`src/rtl/updown_counter_pkg.sv`:
```
// Shared types and defaults for the parametrised up/down counter.
package updown_counter_pkg;

  typedef enum logic {
    MODE_WRAP = 1'b0,
    MODE_SAT  = 1'b1
  } count_mode_e;

  localparam int DEF_WIDTH = 8;

endpackage

```
`src/rtl/updown_next_calc.sv`:
```
// Combinational next-count computation: bounded up/down step with wrap or clamp,
// plus the raw overflow/underflow conditions for the pulse registers.
module updown_next_calc
  import updown_counter_pkg::*;
#(
  parameter int          WIDTH = DEF_WIDTH,
  parameter count_mode_e MODE  = MODE_WRAP
) (
  input  logic [WIDTH-1:0] out,
  input  logic [WIDTH-1:0] s,
  input  logic [WIDTH-1:0] max_val,
  input  logic             up_down,
  output logic [WIDTH-1:0] nxt,
  output logic             wrap_up,
  output logic             wrap_dn
);

  // One extra bit keeps the carry of out+s and the full modulus max_val+1.
  logic [WIDTH:0] sum_s;
  logic [WIDTH:0] mod_s;
  logic [WIDTH:0] up_wrap_s;
  logic [WIDTH:0] dn_wrap_s;

  assign sum_s     = {1'b0, out} + {1'b0, s};
  assign mod_s     = {1'b0, max_val} + {{WIDTH{1'b0}}, 1'b1};
  assign up_wrap_s = sum_s - mod_s;
  assign dn_wrap_s = {1'b0, out} + mod_s - {1'b0, s};

  // Next count selection by direction, bound check and mode
  always_comb begin
    nxt     = out;
    wrap_up = 1'b0;
    wrap_dn = 1'b0;
    if (up_down) begin
      if (out > max_val) begin
        nxt     = (MODE == MODE_SAT) ? max_val : {WIDTH{1'b0}};
        wrap_up = 1'b1;
      end else if (max_val == {WIDTH{1'b0}}) begin
        // A modulus of one wraps on every up-count even though the step is zero.
        nxt     = {WIDTH{1'b0}};
        wrap_up = (MODE == MODE_WRAP);
      end else if (sum_s > {1'b0, max_val}) begin
        if (MODE == MODE_SAT) begin
          nxt     = max_val;
          wrap_up = (out != max_val);
        end else begin
          nxt     = up_wrap_s[WIDTH-1:0];
          wrap_up = 1'b1;
        end
      end else begin
        nxt = sum_s[WIDTH-1:0];
      end
    end else begin
      if (out > max_val) begin
        nxt = max_val;
      end else if (s > out) begin
        if (MODE == MODE_SAT) begin
          nxt     = {WIDTH{1'b0}};
          wrap_dn = (out != {WIDTH{1'b0}});
        end else begin
          nxt     = dn_wrap_s[WIDTH-1:0];
          wrap_dn = 1'b1;
        end
      end else begin
        nxt = out - s;
      end
    end
  end

endmodule

```
`src/rtl/updown_counter_param.sv`:
```
// Parametrised up/down counter with programmable modulus, runtime step, load,
// wrap/saturate mode and terminal-count / overflow / underflow / zero flags.
module updown_counter_param
  import updown_counter_pkg::*;
#(
  parameter int               WIDTH   = DEF_WIDTH,
  parameter count_mode_e      MODE    = MODE_WRAP,
  parameter logic [WIDTH-1:0] RST_VAL = {WIDTH{1'b0}}
) (
  input  logic             clk,
  input  logic             rst,
  input  logic             en,
  input  logic             up_down,
  input  logic             ld,
  input  logic [WIDTH-1:0] load_val,
  input  logic [WIDTH-1:0] step,
  input  logic [WIDTH-1:0] max_val,
  output logic [WIDTH-1:0] out,
  output logic             tc,
  output logic             ovf,
  output logic             unf,
  output logic             zero
);

  logic [WIDTH-1:0] out_r;
  logic             ovf_r;
  logic             unf_r;
  logic [WIDTH-1:0] step_eff_s;
  logic [WIDTH-1:0] load_eff_s;
  logic [WIDTH-1:0] nxt_s;
  logic             wrap_up_s;
  logic             wrap_dn_s;

  assign step_eff_s = (step > max_val) ? max_val : step;
  assign load_eff_s = (load_val > max_val) ? max_val : load_val;

  updown_next_calc #(
    .WIDTH (WIDTH),
    .MODE  (MODE)
  ) u_next_calc (
    .out     (out_r),
    .s       (step_eff_s),
    .max_val (max_val),
    .up_down (up_down),
    .nxt     (nxt_s),
    .wrap_up (wrap_up_s),
    .wrap_dn (wrap_dn_s)
  );

  // Count and pulse registers: load beats enable, pulses last one cycle
  always_ff @(posedge clk or posedge rst) begin
    if (rst) begin
      out_r <= RST_VAL;
      ovf_r <= 1'b0;
      unf_r <= 1'b0;
    end else if (ld) begin
      out_r <= load_eff_s;
      ovf_r <= 1'b0;
      unf_r <= 1'b0;
    end else if (en) begin
      out_r <= nxt_s;
      ovf_r <= wrap_up_s;
      unf_r <= wrap_dn_s;
    end else begin
      out_r <= out_r;
      ovf_r <= 1'b0;
      unf_r <= 1'b0;
    end
  end

  assign out  = out_r;
  assign ovf  = ovf_r;
  assign unf  = unf_r;
  assign zero = (out_r == {WIDTH{1'b0}});
  assign tc   = up_down ? (out_r == max_val) : (out_r == {WIDTH{1'b0}});

endmodule
```
`config.mk`:
```
export PLATFORM = sky130hd
export DESIGN_NAME = updown_counter_param
export DESIGN_NICKNAME = d
export VERILOG_FILES = /design/src/rtl/updown_counter_pkg.sv /design/src/rtl/updown_next_calc.sv /design/src/rtl/updown_counter_param.sv
export SDC_FILE = /design/constraint.sdc
export NUM_CORES = 1
export LEC_CHECK = 0
export ABC_CLOCK_PERIOD_IN_PS = 6360
export CAP_MARGIN = 25
export CELL_PAD_IN_SITES_DETAIL_PLACEMENT = 1
export CELL_PAD_IN_SITES_GLOBAL_PLACEMENT = 2
export CORE_MARGIN = 2
export CORE_UTILIZATION = 25
export CTS_CLUSTER_SIZE = 28
export DETAILED_ROUTE_END_ITERATION = 8
export PLACE_DENSITY_LB_ADDON = 0.1
export SYNTH_ARGS = -nofsm -noshare
export SYNTH_HDL_FRONTEND = slang
export SYNTH_SLANG_ARGS = --single-unit
export TNS_END_PERCENT = 20
```
`constraint.sdc`:
```
create_clock -name clk -period 6.36 [get_ports clk]
set_clock_uncertainty 0.15 [all_clocks]
set_input_delay 1.272 -clock clk [delete_from_list [all_inputs] [get_ports clk]]
set_output_delay 1.272 -clock clk [all_outputs]
set_load 0.01 [all_outputs]
```
==> results.rst <==
.. list-table::
   :header-rows: 1

   * - Metric
     - Value
   * - Worst Setup SP
     - step[6]
   * - Top cell type by total area after synthesis
     - sky130_fd_sc_hd__ha_1
   * - Startpoint type of the worst setup path
     - primary input
   * - Sequential power share
     - 0.069
   * - Number of synthesized flops with an enable pin
     - 0
   * - Number of max-slew violations in the final report
     - 0
   * - RSZ-0062 raised after global routing
     - false
   * - Detailed-placement wirelength estimate
     - 11.90 mm
   * - Tightest hold margin
     - 0.7151 ns
   * - CP Max Fanout
     - 5
   * - Required time worst endpoint
     - 6.30 ns
   * - Remaining antenna violation count
     - 0
   * - Clock tree from TritonCTS
     - yes
   * - First-pass GRT wire length
     - 21.44 mm
   * - # diodes
     - 0
   * - Total met2 wirelength after detailed routing
     - 6.860 mm
   * - Port Buffers
     - 40
   * - Top Metal Used
     - met5
   * - Maximum capacitance violations
     - 0
   * - Number of DRC markers after the initial detailed-route iteration
     - 146
   * - Slowest Stage Delay on Critical Path
     - 0.55 ns
   * - Fin. Hold Viols
     - 0
   * - Cell chosen for the clock root
     - sky130_fd_sc_hd__clkbuf_16
   * - Slowest library cell on the worst path
     - sky130_fd_sc_hd__clkdlybuf4s50_1
   * - Switch Pwr
     - 0.9172 mW
   * - Post-route total power
     - 1.943 mW
   * - Flip-flop and latch count after synthesis
     - 10
   * - Critical Path Sink Type
     - flip-flop
   * - Effective utilization at floorplan
     - 0.2538
   * - Clock transition at the registers of the reported paths
     - 0.04 ns
   * - Origin of the critical flop-to-flop path
     - out[4]$_DFFE_PP0P_
   * - Crit path cell chain
     - clkdlybuf4s50_1 -> ha_4 -> a21o_1 -> a21oi_1 -> buf_4 -> o21ai_2 -> o21ai_4 -> buf_6 -> mux2_4 -> ha_4 -> and3_1 -> a221o_1 -> nor2_1 -> xnor2_1 -> ha_1 -> buf_4 -> a221oi_2 -> o221ai_1 -> a211oi_2 -> buf_4 -> mux2i_2 -> o21ai_1 -> o22ai_1 -> o21ai_1
   * - Met1 wire length
     - approximately 6.8 mm
   * - H-Tree Level Count
     - 1
   * - Reg2reg path depth
     - 15
   * - Clock Tree Buf Depth
     - 2
   * - Fraction of final layout cells with drive strength greater than 1
     - 0.2819
   * - Depth of the worst hold-timing path
     - 1
   * - Number of unique standard cell types used by synthesis
     - 60
   * - Clock insertion delay at the later pin of the skew report
     - 0.24 ns
   * - R2r endpoint
     - out[5]$_DFFE_PP0P_
   * - Start-to-end type of the worst setup path
     - in -> reg
   * - Initial antenna violation count
     - 1
   * - Cell area after synthesis
     - 3321 sq um
   * - Synthesis warning total
     - 0
   * - Pint
     - 1.026 mW
   * - Post-Synthesis Net Count
     - 506
   * - Remaining global-route overflow
     - 0
   * - Routed WL per cell
     - 20.27 um
   * - Core Area
     - 13090 sq um
   * - Worst min-delay path startpoint
     - out[2]$_DFFE_PP0P_
   * - Cts bufs inserted
     - 3
   * - Drt first pass iters
     - 4
   * - Post-Syn Area per Cell
     - 8.302 sq um
   * - Final wirelength
     - 14.21 mm
   * - Reg-to-reg slack, setup
     - 2.43 ns
   * - Path class of the lowest-slack min-delay path
     - reg -> reg
   * - Most numerous cell in the Yosys netlist
     - sky130_fd_sc_hd__ha_1
   * - Die area
     - 14220 sq um
   * - Vias post-DR
     - about 3500
   * - Switch share
     - 0.4720
   * - Most frequently used flop master after synthesis
     - sky130_fd_sc_hd__dfrtp_1
   * - Library cell appearing most often on the critical path
     - sky130_fd_sc_hd__buf_4
   * - Die outline height
     - 119.3 um
   * - Post-layout utilization of the core
     - 0.3715
   * - Max_slew headroom
     - 0.5481
   * - Period utilisation layout
     - 0.9652
   * - Global Route Usage Sum
     - 0.2001
   * - Peak clock frequency supported by timing
     - 162.9 MHz
   * - Maximum number of pins on one net before global-route repair
     - 20
   * - Top cells by area, synth
     - sky130_fd_sc_hd__ha_1 25%, sky130_fd_sc_hd__dfrtp_1 7.5%, sky130_fd_sc_hd__mux2i_1 6.6%
   * - Worst Hold Endpoint
     - out[2]$_DFFE_PP0P_
   * - Horizontal die dimension
     - ~120 um
   * - Placement row count
     - between 40 and 50
   * - Hold_buf cts
     - 0
   * - Vias in the first global route
     - 3667
   * - # nets final
     - 632
   * - Combinational cell fraction of total power
     - 0.866
   * - Routability-driven placement congestion ratio
     - 0.8862
   * - Most common library cells after synthesis
     - 67 x sky130_fd_sc_hd__ha_1, 34 x sky130_fd_sc_hd__inv_1, 26 x sky130_fd_sc_hd__a21oi_1, 26 x sky130_fd_sc_hd__nor2_1, 22 x sky130_fd_sc_hd__mux2i_1
   * - Share of the synthesized area in the top cell type
     - 0.2524
   * - Total of endpoints with negative setup slack in the final report
     - 0
   * - Sinks on Clock Net
     - 10
   * - Leakage power of the design
     - 2.305 nW
   * - Area delta synth->final
     - 46.38%
   * - Transition time at the pin with the least slew margin
     - just under 0.7 ns
   * - Share of synthesized flip-flops with an asynchronous set or reset
     - 1.000
   * - Count of boundary I/O pins
     - 41
   * - Highest ir drop seen on vdd
     - 0.1759 mV
   * - Sequential cell area fraction in the yosys report
     - 0.07536
   * - Critical Path AT
     - 6.08 ns
   * - Total power divided by cell area
     - 399.7 nW/um^2
   * - Met3 WL post-DR
     - 331 um
   * - Shortest clock period the worst path allows after layout
     - approximately 6.1 ns
   * - Run status
     - complete, no violations
   * - Number of vias per cell
     - 4.979
   * - Detailed-route DRC error count
     - 0
   * - Clock share of power
     - 0.065
   * - Gate count of the mapped netlist
     - 400
==> power groups by stage <==
stage | Sequential [mW] | Combinational [mW] | Clock (mW)
after global routing | 0.137 | 1.86 | 0.133
after detailed placement | 0.133 | 1.55 | 0
final | 0.133 | 1.68 | 0.127
after global placement | 0.132 | 1.53 | 0
after floorplan | 0.114 | 0.890 | 0
after CTS | 0.133 | 1.64 | 0.129
==> flip-flops by register name, indices dropped and copies added, names as in the netlist <==
| name | count |
|---|---|
| out | 8 |
| ovf | 1 |
| unf | 1 |
==> layout by cell type, fill, tap and decap left out, drive strengths merged, types with 10 or more instances in the layout <==
cell	count
nor3	14
a21oi	28
nor2	26
nand3	10
o21ai	17
ha	67
inv	36
mux2i	22
buf	96
clkdlybuf4s50	34
nand2	14
mux2	10
xnor2	21
dfrtp	10
fa	10
==> what timing repair did <==
item,4_1_cts,5_1_grt
pin swaps,17,22
resized for setup,24,28
cloned,1,0
buffers inserted,6,7
setup endpoints to repair,8,9
endpoints found under the hold margin,0,0
==> worst max-delay path by stage <==
stage / endpoint / slack (ns) / cells past startpoint
after floorplan: out[3]$_DFFE_PP0P_ / 0.03 / 27
after global placement: out[5]$_DFFE_PP0P_ / -0.40 / 26
after detailed placement: out[5]$_DFFE_PP0P_ / -0.50 / 26
after CTS: out[5]$_DFFE_PP0P_ / 0.05 / 25
after global routing: out[5]$_DFFE_PP0P_ / 0.006 / 22
final: out[5]$_DFFE_PP0P_ / 0.22 / 24
==> stage by stage <==
step           std cells  TNS, ns  instance area [sq um]  worst slack, ns
5_1_grt              701        0                   4861         0.005788
3_3_place_gp         683   -2.433                   4477          -0.3993
2_1_floorplan        400        0                   3327          0.02969
4_1_cts              694        0                   4696          0.04584
3_5_place_dp         683   -3.276                   4477          -0.5025
6_report             701        0                   4861           0.2215
==> layer usage <==
| layer | track usage | vias to the layer above |
|---|---|---|
| met5 | 0 | - |
| met4 | 0.02976 | 2 |
| met3 | 0.01389 | 14 |
| met2 | 0.3495 | 50 |
| met1 | 0.2749 | 1722 |
| li1 | - | 1702 |
==> worst max-delay path: cells and delay by family <==
family	cells	cell delay, ns
multiplexers	2	0.53
XOR/XNOR	1	0.16
buffers and inverters	5	1.18
AO/OA/AOI/OAI	11	1.85
AND/OR/NAND/NOR	2	0.31
adder cells (fa/ha/maj)	3	0.75
==> kinds of logic after synthesis <==
| kind of cell | after synthesis | synth area share |
|---|---|---|
| multiplexers | 32 | 0.1002 |
| adder cells (fa/ha/maj) | 77 | 0.3127 |
| AO/OA/AOI/OAI | 99 | 0.2053 |
| flip-flops | 10 | 0.07536 |
| XOR/XNOR | 29 | 0.07875 |
| buffers and inverters | 51 | 0.06594 |
| AND/OR/NAND/NOR | 102 | 0.1616 |
==> area by class of cell <==
type | instances | area, sq um
Clock buffer | 4 | 88.84
Fill cell | 1541 | 8224
Inverter | 36 | 135.1
Multi-Input combinational cell | 339 | 3033
Sequential cell | 10 | 250.2
Tap cell | 176 | 220.2
Timing Repair Buffer | 136 | 1134
Power figures use the tool's default switching activity.
